===== src/rtl/img_stream_pkg.sv =====
// Shared types and sizes for the image stream transmitter.
package img_stream_pkg;

  localparam int WORD_BYTES = 4;
  localparam int BYTE_W     = 8;
  localparam int WORD_W     = 32;

  typedef enum logic [1:0] {
    IDLE,
    HEADER,
    PACK
  } state_e;

endpackage


===== src/rtl/img_stream_out_reg.sv =====
// One-word output register with valid/stall handshake.
// Free when empty or when the held word leaves this cycle.
module img_stream_out_reg
  import img_stream_pkg::*;
(
  input  logic              clock,
  input  logic              reset,
  input  logic              load,
  input  logic [WORD_W-1:0] load_data,
  input  logic              load_last,
  input  logic              downstream_stall,
  output logic [WORD_W-1:0] out_data,
  output logic              out_valid,
  output logic              out_last,
  output logic              free
);

  assign free = !out_valid || !downstream_stall;

  always_ff @(posedge clock or negedge reset) begin
    if (!reset) begin
      out_data  <= '0;
      out_valid <= 1'b0;
      out_last  <= 1'b0;
    end else if (load) begin
      out_data  <= load_data;
      out_valid <= 1'b1;
      out_last  <= load_last;
    end else if (out_valid && !downstream_stall) begin
      out_valid <= 1'b0;
      out_last  <= 1'b0;
    end
  end

endmodule


===== src/rtl/img_stream_tx.sv =====
// Byte-to-word frame packer: emits a length header word, then
// little-endian packed payload words with a padded final word.
module img_stream_tx
  import img_stream_pkg::*;
#(
  parameter logic [BYTE_W-1:0] PAD_BYTE = 8'h00
) (
  input  logic              clock,
  input  logic              reset,
  input  logic [31:0]       len_data,
  input  logic              len_valid,
  output logic              len_ready,
  input  logic [BYTE_W-1:0] in_byte,
  input  logic              in_valid,
  output logic              upstream_stall,
  output logic [WORD_W-1:0] out_data,
  output logic              out_valid,
  output logic              out_last,
  input  logic              downstream_stall,
  output logic              busy
);

  state_e      state, state_n;
  logic [31:0] remaining, rem_n;
  logic [1:0]  lane, lane_n;
  logic [23:0] acc;

  logic              load;
  logic [WORD_W-1:0] load_data;
  logic              load_last;
  logic              free;
  logic              byte_take;
  logic [WORD_W-1:0] word;

  assign upstream_stall = (state != PACK)
                        || (out_valid && downstream_stall);
  assign byte_take = in_valid && !upstream_stall;
  assign busy = (state != IDLE) || out_valid;

  // Lanes below the current one come from acc, above it are pad.
  always_comb begin
    word = '0;
    for (int i = 0; i < WORD_BYTES; i++) begin
      if (2'(i) < lane)
        word[i*BYTE_W +: BYTE_W] = acc[i*BYTE_W +: BYTE_W];
      else if (2'(i) == lane)
        word[i*BYTE_W +: BYTE_W] = in_byte;
      else
        word[i*BYTE_W +: BYTE_W] = PAD_BYTE;
    end
  end

  always_comb begin
    state_n   = state;
    rem_n     = remaining;
    lane_n    = lane;
    len_ready = 1'b0;
    load      = 1'b0;
    load_data = remaining;
    load_last = 1'b0;
    unique case (state)
      IDLE: begin
        len_ready = 1'b1;
        if (len_valid) begin
          rem_n   = len_data;
          state_n = HEADER;
        end
      end
      HEADER: begin
        if (free) begin
          load      = 1'b1;
          load_last = (remaining == 32'd0);
          state_n   = (remaining == 32'd0) ? IDLE : PACK;
        end
      end
      PACK: begin
        if (byte_take) begin
          rem_n  = remaining - 32'd1;
          lane_n = lane + 2'd1;
          if (lane == 2'd3 || remaining == 32'd1) begin
            load      = 1'b1;
            load_data = word;
          end
          if (remaining == 32'd1) begin
            load_last = 1'b1;
            lane_n    = 2'd0;
            state_n   = IDLE;
          end
        end
      end
      default: state_n = IDLE;
    endcase
  end

  always_ff @(posedge clock or negedge reset) begin
    if (!reset) begin
      state     <= IDLE;
      remaining <= '0;
      lane      <= '0;
    end else begin
      state     <= state_n;
      remaining <= rem_n;
      lane      <= lane_n;
    end
  end

  always_ff @(posedge clock or negedge reset) begin
    if (!reset) begin
      acc <= '0;
    end else begin
      for (int i = 0; i < WORD_BYTES - 1; i++)
        if (byte_take && lane == 2'(i))
          acc[i*BYTE_W +: BYTE_W] <= in_byte;
    end
  end

  img_stream_out_reg u_out (
    .clock            (clock),
    .reset            (reset),
    .load             (load),
    .load_data        (load_data),
    .load_last        (load_last),
    .downstream_stall (downstream_stall),
    .out_data         (out_data),
    .out_valid        (out_valid),
    .out_last         (out_last),
    .free             (free)
  );

endmodule

===== config.mk =====
export PLATFORM = sky130hd
export DESIGN_NAME = img_stream_tx
export DESIGN_NICKNAME = d
export VERILOG_FILES = /design/src/rtl/img_stream_pkg.sv /design/src/rtl/img_stream_out_reg.sv /design/src/rtl/img_stream_tx.sv
export SDC_FILE = /design/constraint.sdc
export NUM_CORES = 1
export LEC_CHECK = 0
export ABC_AREA = 1
export BUFFER_PORTS_ARGS = -buffer_cell sky130_fd_sc_hd__buf_2
export CAP_MARGIN = 20
export CORE_UTILIZATION = 45
export CTS_CLUSTER_DIAMETER = 100
export DETAILED_ROUTE_END_ITERATION = 10
export PLACE_DENSITY = 0.65
export SLEW_MARGIN = 20
export SYNTH_ARGS = -nofsm -noshare
export SYNTH_HDL_FRONTEND = slang
export SYNTH_HIERARCHICAL = 1
export SYNTH_SLANG_ARGS = --single-unit

===== constraint.sdc =====
create_clock -name clock -period 2.28 [get_ports clock]
set_clock_uncertainty 0.1 [all_clocks]
set_input_delay 0.228 -clock clock [delete_from_list [all_inputs] [get_ports clock]]
set_output_delay 0.228 -clock clock [all_outputs]
set_load 0.1 [all_outputs]

==> results.txt <==
----------------------------------------------------
[Power and ir drop]
  Peak ir drop on the vdd network ... between 0.0005 and 0.0006 V
  Power per cell area ... about 1700 nW/µm²
  Static leakage power ... ~3.6 nW
  Tot Pwr ... about 12 mW

[Timing]
  Slew at the pin with the worst max-slew slack ... about 0.49 ns
  Final period demand of the worst path ... ~2.1 ns
  Hold violation count in the final report ... 0
  Final Slew Violations ... 0
  Maximum clock rate ... roughly 470 MHz
  Worst setup margin ... approximately 0.17 ns
  Share of the cycle needed by the critical path after routing ... 0.926
  Setup TNS ... 0 ns
  Unrepaired setup endpoints after global routing ... false
  Number of failing setup endpoints in the final timing report ... 0
  Final hold slack ... 0.0217 ns
  Worst slew margin relative to its limit ... 0.676

[Synth]
  Top cells by area, synth ... sky130_fd_sc_hd__dfrtp_1 (41%), sky130_fd_sc_hd__nand2_1 (19%), sky130_fd_sc_hd__nor2_1 (7.2%)
  Main synth FF type ... sky130_fd_sc_hd__dfrtp_1
  Share of the synthesized area in the top cell type ... 0.405
  Post-synthesis instance area ... roughly 5800 µm²
  Post-synthesis sequential element count ... 94
  Syn Nets ... 885
  Most used standard cell by instance count after synthesis ... sky130_fd_sc_hd__nand2_1
  Synthesized area per cell ... around 7 µm²
  Async set-reset flop share out of synthesis ... 1.00
  Count of flip-flops with a built-in enable after synthesis ... 0
  Number of distinct library cells after synthesis ... 32
  Total number of yosys warnings ... 6
  Synthesized netlist cell count ... 830
  Sequential element share of the synthesized area ... 0.405
  Cell accounting for the most synthesized area ... sky130_fd_sc_hd__dfrtp_1
  Top cell types by occurrence after synthesis ... sky130_fd_sc_hd__nand2_1 (300), sky130_fd_sc_hd__nor2_1 (111), sky130_fd_sc_hd__dfrtp_1 (94)

[Finish]
  Total number of nets in the final design ... roughly 990
  Diodes inserted ... 0
  Multi-input combinational cell area ... a little under 3000 µm²
  Fraction of final layout cells sized beyond drive strength 1 ... 0.214
  Fillers ... around 1,300
  Area Growth Syn to Fin ... 20.3%
  Final cell count without fillers ... roughly 1,100
  Flip-flop and latch area ... between 2000 and 2500 µm²

[Setup path]
  Crit Reg-Reg Startpoint ... remaining[1]$_DFFE_PN0P_
  Most prevalent standard cell on the critical path ... sky130_fd_sc_hd__nand2_1
  Critical Path Start Type ... flip-flop
  Required time reported for the critical path endpoint ... roughly 2.4 ns
  Setup slack of the most critical reg-to-reg path ... around 0.17 ns
  Setup Crit Path Kind ... flip-flop to flip-flop
  Cell at the slowest stage of the critical path ... sky130_fd_sc_hd__dfrtp_1
  Endpoint class of the critical path ... flip-flop
  Largest driver fanout on the critical path ... 33
  Arrival time at the worst endpoint ... 2.26 ns
  Worst-path cell chain ... inv_1 > ha_1 > nand2_1 > nor2_2 > nand2_2 > o21bai_2 > nand2_2 > nand2_1 > nand2_1 > inv_2 > buf_12 > inv_8 > nand2_1 > nand2_1
  Delay contributed by the slowest stage of the critical path ... between 0.4 and 0.5 ns
  Crit. Startpoint ... remaining[1]$_DFFE_PN0P_

[Placement]
  Pre-CTS setup slack ... around 0.14 ns
  # port buffers ... 81
  Placed cell count ... 1,089
  Final weighted congestion in routability-driven placement ... around 0.9
  Post-detail-place hpwl ... 11,600 µm

[Route]
  Number of detailed-routing iterations run before antenna repair ... 5
  Iter 0 DRT Violations ... 436
  Detail-routed net length per standard cell ... around 14 µm
  Drt total wl ... between 15,000 and 20,000 µm
  Number of routed nets with antenna violations ... 0
  Detail-routed via count per cell ... between 4 and 5
  Total via count in the routed design ... 5,459
  Post-detailed-route DRC marker count ... 0

[Global route]
  Total global routing overflow ... 0
  Pin count of the biggest net entering global routing ... just under 60
  Initial antenna violation count ... 0
  Overall routing resource usage ... 0.252
  Via count of the first global-routing pass ... between 5,000 and 6,000
  Global-route wire length before repair ... 25,400 µm

[Floorplanning]
  Top-level port count ... between 80 and 90
  Vertical extent of the die ... ~120 µm
  Die width ... between 100 and 150 µm
  Initial Util ... 0.460
  Std-Cell Rows ... between 40 and 50
  DIE AREA ... approximately 13,000 µm²
  Standard cell core area ... between 10,000 and 15,000 µm²

[Clock network]
  Clock input transition at the sequential cells of the worst setup and hold paths ... approximately 0.07 ns
  Number of clock buffers inserted by TritonCTS ... 9
  Number of H-tree levels ... 3
  Worst-Skew Late Latency ... about 0.35 ns
  Clk root buf ... sky130_fd_sc_hd__clkbuf_16
  Clock Sink Count ... 94
  TritonCTS clock tree ... done
  Clk buf depth ... 2

[Job]
  MaxCap Viol Count ... 0

[Worst hold path]
  Tightest Hold Check Type ... input pin to flip-flop
  Worst min-delay path startpoint ... len_data[7]

[Outcome]
  Outcome ... completed

----------------------------------------------------
-- per-layer routing --
layer / up-vias / track usage / share of wire / wire, µm
li1: 2818 / - / - / -
met1: 2471 / 0.362 / 0.49 / 7670
met2: 146 / 0.386 / 0.44 / 6960
met3: 24 / 0.0319 / 0.048 / 760
met4: 0 / 0.0944 / 0.019 / 296
met5: - / 0 / 0 / 0
-- stage by stage --
| stage | area, µm² | utilization |
|---|---|---|
| 2_1_floorplan | 5810 | - |
| 3_3_place_gp | 6580 | 0.521 |
| 3_5_place_dp | 6580 | 0.521 |
| 4_1_cts | 6950 | 0.550 |
| 5_1_grt | 6980 | 0.553 |
| 6_report | 6980 | 0.553 |
-- state kept, by name, indices dropped and copies added (netlist names) --
signal           cells
u_out/out_data      32
remaining           32
state                2
u_out/out_valid      1
u_out/out_last       1
lane                 2
acc                 24
-- worst paths after layout --
path,to,cells after the start
setup / recovery,u_out/out_data[8]$_DFFE_PN0P_,14
hold / removal,remaining[7]$_DFFE_PN0P_,3
setup reg to reg,u_out/out_data[8]$_DFFE_PN0P_,14
hold reg to reg,u_out/out_data[10]$_DFFE_PN0P_,2
max in group asynchronous,u_out/out_valid$_DFFE_PN0P_,3
min in group asynchronous,remaining[9]$_DFFE_PN0P_,2
-- timing repair --
action                                 CTS  global route
setup endpoints to repair                0            32
resized for setup                        0             5
hold buffers                             2             0
buffers inserted                         0             0
endpoints found under the hold margin   20             0
-- cell type report --
class | count | share of cell area
Multi-Input combinational cell | 633 | 0.426
Tap cell | 172 | 0.0308
Timing Repair Buffer | 124 | 0.119
Inverter | 69 | 0.0382
Clock buffer | 10 | 0.0328
Clock inverter | 6 | 0.0167
Sequential cell | 94 | 0.337
-- power by group --
group | switching (mW) | internal, mW | total (mW) | leakage, nW
Sequential | 0.536 | 2.47 | 3.01 | 1.16
Combinational | 5.06 | 2.00 | 7.06 | 2.25
Clock | 0.687 | 1.08 | 1.77 | 0.168
-- critical path, delay by kind of cell (launching register included) --
kind,cells,cell delay (ns)
and+or+nand+nor,8,0.63
buffers and inverters,4,0.52
DFF,1,0.41
AOI/OAI and AO/OA,1,0.16
adders and majority gates,1,0.15
-- cells by family after synthesis --
kind of cell,synth area share
flip-flops,0.405
XOR/XNOR,0.00453
AO/OA/AOI/OAI,0.114
multiplexers,0.0310
adder cells (fa/ha/maj),0.0216
AND/OR/NAND/NOR,0.338
buffers and inverters,0.0858
-- placed cells by master (no fill, tap or decap), drive strengths merged, types with 8 or more instances in the layout --
master,synthesis,layout
nand2,320,320
buf,17,121
mux2,16,16
dfrtp,94,94
a22oi,8,8
inv,69,71
nor2,119,119
ha,10,10
clkbuf,17,11
a21oi,23,23
nand3,34,34
o21ai,80,80
(Power assumes the default switching activity.)
